==> config.mk <==
export PLATFORM = sky130hd
export DESIGN_NAME = puf_response_collector
export DESIGN_NICKNAME = d
export VERILOG_FILES = /design/src/rtl/puf_response_collector.sv
export SDC_FILE = /design/constraint.sdc
export NUM_CORES = 1
export LEC_CHECK = 0
export ABC_CLOCK_PERIOD_IN_PS = 3900
export CORE_UTILIZATION = 56
export DETAILED_ROUTE_END_ITERATION = 8
export PLACE_DENSITY = 0.77
export SLEW_MARGIN = 20
export SYNTH_ARGS = -nofsm -noshare
export SYNTH_HDL_FRONTEND = slang
export SYNTH_SLANG_ARGS = --single-unit
export TNS_END_PERCENT = 5
==> constraint.sdc <==
create_clock -name clk -period 3.9 [get_ports clk]
set_input_delay 0.39 -clock clk [delete_from_list [all_inputs] [get_ports clk]]
set_output_delay 0.39 -clock clk [all_outputs]
set_load 0.1 [all_outputs]
==> src/rtl/puf_response_collector.sv <==
// Purpose : drives an arbiter PUF one race at a time and assembles RESP_BITS race results into a response word.
// Latency : each race takes at least CLR_CYCLES+2 cycles plus 2 synchronizer cycles; the full word is ready RESP_BITS races after start.
// Backpr. : no backpressure; start is taken only in IDLE, and resp_valid holds until the next accepted start.
//
// Ports:
//   clk, reset_n       : clock, asynchronous active-low reset
//   start              : request one full response (sampled only in IDLE)
//   arb_done, arb_out  : asynchronous race-complete level and winner bit from the arbiter
//   arb_reset          : active-high clear to the arbiter and upstream race counters
//   chal_idx           : index of the race in progress (challenge select)
//   response           : collected bits, bit i = result of race i
//   resp_valid         : response complete
//   busy               : high whenever the collector is not idle
//   timeout_err        : sticky, at least one race of the current response timed out
module puf_response_collector #(
  parameter int RESP_BITS  = 16,
  parameter int CLR_CYCLES = 2,
  parameter int TIMEOUT    = 255,
  localparam int IDX_W     = (RESP_BITS > 1) ? $clog2(RESP_BITS) : 1
) (
  input  logic                 clk,
  input  logic                 reset_n,
  input  logic                 start,
  input  logic                 arb_done,
  input  logic                 arb_out,
  output logic                 arb_reset,
  output logic [IDX_W-1:0]     chal_idx,
  output logic [RESP_BITS-1:0] response,
  output logic                 resp_valid,
  output logic                 busy,
  output logic                 timeout_err
);

  localparam int CNT_W = 16;
  localparam logic [CNT_W-1:0] CLR_LIM  = CNT_W'(CLR_CYCLES);
  localparam logic [CNT_W-1:0] TO_LIM   = CNT_W'(TIMEOUT);
  localparam logic [IDX_W-1:0] LAST_IDX = IDX_W'(RESP_BITS - 1);

  typedef enum logic [2:0] {
    ST_IDLE    = 3'd0,
    ST_CLEAR   = 3'd1,
    ST_WAIT    = 3'd2,
    ST_CAPTURE = 3'd3,
    ST_DONE    = 3'd4
  } state_t;

  state_t                 state_q, state_d;
  logic [CNT_W-1:0]       cnt_q, cnt_d;
  logic [IDX_W-1:0]       idx_q, idx_d;
  logic [RESP_BITS-1:0]   resp_q, resp_d;
  logic                   valid_q, valid_d;
  logic                   terr_q, terr_d;
  logic                   cap_q, cap_d;
  logic                   done_s1_q, done_s1_d;
  logic                   done_s_q, done_s_d;
  logic                   out_s1_q, out_s1_d;
  logic                   out_s_q, out_s_d;
  logic [CNT_W-1:0]       cnt_inc;

  // Counter saturates instead of wrapping; it only matters up to TIMEOUT anyway.
  assign cnt_inc = (cnt_q == {CNT_W{1'b1}}) ? cnt_q : cnt_q + 1'b1;

  // State register: every flop in the block.
  always_ff @(posedge clk or negedge reset_n) begin
    if (!reset_n) begin
      state_q   <= ST_IDLE;
      cnt_q     <= '0;
      idx_q     <= '0;
      resp_q    <= '0;
      valid_q   <= 1'b0;
      terr_q    <= 1'b0;
      cap_q     <= 1'b0;
      done_s1_q <= 1'b0;
      done_s_q  <= 1'b0;
      out_s1_q  <= 1'b0;
      out_s_q   <= 1'b0;
    end else begin
      state_q   <= state_d;
      cnt_q     <= cnt_d;
      idx_q     <= idx_d;
      resp_q    <= resp_d;
      valid_q   <= valid_d;
      terr_q    <= terr_d;
      cap_q     <= cap_d;
      done_s1_q <= done_s1_d;
      done_s_q  <= done_s_d;
      out_s1_q  <= out_s1_d;
      out_s_q   <= out_s_d;
    end
  end

  // Next-state and datapath.
  always_comb begin
    state_d   = state_q;
    cnt_d     = cnt_q;
    idx_d     = idx_q;
    resp_d    = resp_q;
    valid_d   = valid_q;
    terr_d    = terr_q;
    cap_d     = cap_q;
    // Two-stage synchronizers; only the second stage feeds the FSM.
    done_s1_d = arb_done;
    done_s_d  = done_s1_q;
    out_s1_d  = arb_out;
    out_s_d   = out_s1_q;

    case (state_q)
      ST_IDLE: begin
        if (start) begin
          state_d = ST_CLEAR;
          cnt_d   = '0;
          idx_d   = '0;
          resp_d  = '0;
          valid_d = 1'b0;
          terr_d  = 1'b0;
        end
      end

      ST_CLEAR: begin
        cnt_d = cnt_inc;
        // A done level that never drops (stuck arbiter) keeps us here until the timeout.
        if (cnt_inc >= TO_LIM) begin
          state_d = ST_CAPTURE;
          cap_d   = 1'b0;
          terr_d  = 1'b1;
        end else if (cnt_inc >= CLR_LIM && !done_s_q) begin
          state_d = ST_WAIT;
        end
      end

      ST_WAIT: begin
        cnt_d = cnt_inc;
        // A result arriving on the timeout cycle still counts as a real result.
        if (done_s_q) begin
          state_d = ST_CAPTURE;
          cap_d   = out_s_q;
        end else if (cnt_inc >= TO_LIM) begin
          state_d = ST_CAPTURE;
          cap_d   = 1'b0;
          terr_d  = 1'b1;
        end
      end

      ST_CAPTURE: begin
        resp_d[idx_q] = cap_q;
        if (idx_q == LAST_IDX) begin
          state_d = ST_DONE;
        end else begin
          idx_d   = idx_q + 1'b1;
          cnt_d   = '0;
          state_d = ST_CLEAR;
        end
      end

      ST_DONE: begin
        valid_d = 1'b1;
        state_d = ST_IDLE;
      end

      default: begin
        state_d = ST_IDLE;
      end
    endcase
  end

  // Outputs. arb_reset also follows reset_n directly so the arbiter is held
  // cleared during reset regardless of clock activity.
  always_comb begin
    arb_reset = 1'b1;
    busy      = 1'b1;
    case (state_q)
      ST_IDLE:    busy      = 1'b0;
      ST_WAIT:    arb_reset = 1'b0;
      default:    arb_reset = 1'b1;
    endcase
    if (!reset_n) begin
      arb_reset = 1'b1;
    end
  end

  assign chal_idx    = idx_q;
  assign response    = resp_q;
  assign resp_valid  = valid_q;
  assign timeout_err = terr_q;

endmodule

==> results.cfg <==
[clock_network]
cts_hold_buf = 0
clkSinkCount = 46
cts_resized = 0
numCtsBuffers = 5
cts_tree = done
cts_setup_buffers = 0
cts.clk_slew.worst_paths_ps = 90
htreeDepth = 2
cts_root_buffer = clkbuf_8
clock_latency_ps = 300
clockBufferDepth = 2

[global_routing]
grt_start_max_net_pins = 47
first_global_vias = 2109
grt_overflow_total = 0
grt_pass1_wl_um = 9977
track_usage_pct = 25.40
antenna_found_initial = 0

[final_layout]
area_growth_pct = 13.22
n_antenna_cell = 0
regArea_um2 = 1151
n_fill_cell = 395
stdcell_count = 370
multi_input_area_um2 = 1311
layout-drive-gt1-share_pct = 4.717
fin_nets = 327

[power]
peakVddDrop_mv = 0.3422
leakage_nw = 1.259
power_density_nw_per_um2 = 549.1

[sta]
worst_slack_ps = 778.9
relSlewSlack_pct = 34.17
skew_ps = 6.702
setup_viol = 0
fin_crit_sh_pct = 80.03
finalCriticalPeriod_ps = 3121
tightest_slew_ps = 979.9
fmax_mhz = 320.4
slew_viol_final = 0
holdWs_ps = 190.2
fin_tns_setup_ps = 0
hold_viol = 0
rsz0062_at_grt = no

[route]
vias = 2295
drc_errors = 0
wirelength_um = 5811
dr.pass1.iters = 4
postRouteAntennaNets = 0
wl_per_cell_um = 15.71
viasPerCell = 6.203
drtIter0Drc = 150

[critical_path]
path_class = reg -> reg
endpoint_kind = flip-flop
cp_data_required_time_ps = 4130
arrival_ps = 3350
setup.worst_path.start_class = flip-flop
critical_path.max_fanout = 12

[synth]
ys_seq_area_share_pct = 44.40
yosys-top-cells-count = nand2_1 (47), dfrtp_1 (46), nand3_1 (20), o21ai_0 (20), nor2_1 (19)
synth_top_area_share_pct = 44.40
synth_most_common_cell = nand2_1
ys_types = 51
yosysTopAreaCell = dfrtp_1
netlist_instances = 302
synth_flop_cell = dfrtp_1
ys_warn_count = 0
async_flop_share_pct = 100.0
syn-num-nets = 312
syn_area_um2 = 2592
yosys_register_bits = 46
synth.area.top_cells = dfrtp_1 (44%), nand2_1 (6.8%), nand3_1 (3.9%)
syn_area_per_cell_um2 = 8.584
synth_edf_count = 0

[placement]
placed_cells = 362
hpwl_um = 4056
pre_cts_ws_ps = 830.3
gp_congestion = 0.8941
io_buffer_count = 28

[floorplanning]
die_w_um = 70.04
core_um2 = 4414
rows = 24
initial_core_util_pct = 58.73
io_pins = 29
fp.dieH_um = 70.04
die-area_um2 = 4906

[run]
max_cap_violations = 0

[worst_hold_path]
min_path_type = in -> async

[status]
status = finished, final reports clean
-- per-layer routing --
| metal | track usage, % | routed length, um |
|---|---|---|
| met2 | 42.20 | 2859 |
| met4 | 7.111 | 62 |
| met5 | 0 | 0 |
| met3 | 4.329 | 202 |
| met1 | 34.28 | 2686 |
-- registers in the layout (all words and copies together), names as in the netlist --
register,count
resp_valid,1
chal_idx,4
response,16
timeout_err,1
out_s1_q,1
out_s_q,1
cap_q,1
done_s_q,1
cnt_q,16
done_s1_q,1
state_q,3
-- final cells by class --
class / instances / area share [%]
Clock inverter: 1 / 0.1705
Tap cell: 52 / 2.217
Inverter: 7 / 0.8951
Timing Repair Buffer: 30 / 9.889
Multi-Input combinational cell: 227 / 44.67
Sequential cell: 46 / 39.22
Clock buffer: 7 / 2.941
-- through the flow --
stage	power (mW)	utilization, %	instance area (um2)
after floorplan	1.147	-	2592
after global placement	1.296	64.43	2844
after detailed placement	1.310	64.43	2844
after CTS	1.615	66.50	2935
after global routing	1.700	66.50	2935
final	1.612	66.50	2935
-- critical path: stages (launching register included) --
cell and delay, ps:
dfrtp_1 470, ha_1 280, nand3_1 160, or4_4 670
a311oi_1 320, a31oi_1 60, or4_1 640, a2111o_1 380
o21ai_1 70
-- path summary, 6_finish.rpt --
path                                      endpoint                  from  slack [ps]  depth (start not counted)
setup / recovery            state_q[0]$_DFFE_PN0P_  cnt_q[0]$_DFFE_PN0P_         780                          8
hold / removal              resp_valid$_DFFE_PN0P_               reset_n         190                          2
setup reg to reg            state_q[0]$_DFFE_PN0P_  cnt_q[0]$_DFFE_PN0P_         780                          8
hold reg to reg                  out_s_q$_DFF_PN0_    out_s1_q$_DFF_PN0_         360                          0
max in group asynchronous  response[0]$_DFFE_PN0P_               reset_n        3310                          2
min in group clk                 out_s_q$_DFF_PN0_    out_s1_q$_DFF_PN0_         360                          0
-- report_power, final --
group	total [mW]	internal, mW	leakage (nW)	switching, mW
Clock	0.302	0.143	0.0482	0.159
Combinational	0.687	0.212	0.589	0.475
Sequential	0.623	0.529	0.623	0.0934
-- cell families after synthesis --
family	Yosys count	share of synthesized area [%]
buffers and inverters	29	5.019
AO/OA/AOI/OAI	77	19.60
adder cells (fa/ha/maj)	5	2.413
AND/OR/NAND/NOR	141	27.17
flip-flops	46	44.40
multiplexers	1	0.3861
XOR/XNOR	3	1.014
-- layout by cell type (no fill, tap or decap), types with 3 or more instances in the layout --
cell type	Yosys	layout
nand3_1	20	20
and3_1	4	4
clkdlybuf4s50_1	0	27
nand2b_1	4	4
nor3_1	14	14
dfrtp_1	46	46
nand2_1	47	47
o21ai_0	20	20
clkbuf_8	0	6
nand4_1	11	11
inv_1	7	7
a31oi_1	6	6
and2_1	4	4
a22o_1	3	3
o211ai_1	10	10
a21oi_1	15	15
o31ai_1	3	3
nor2_1	19	19
ha_1	5	5
and4_1	3	3
Power figures use the tool's default switching activity.
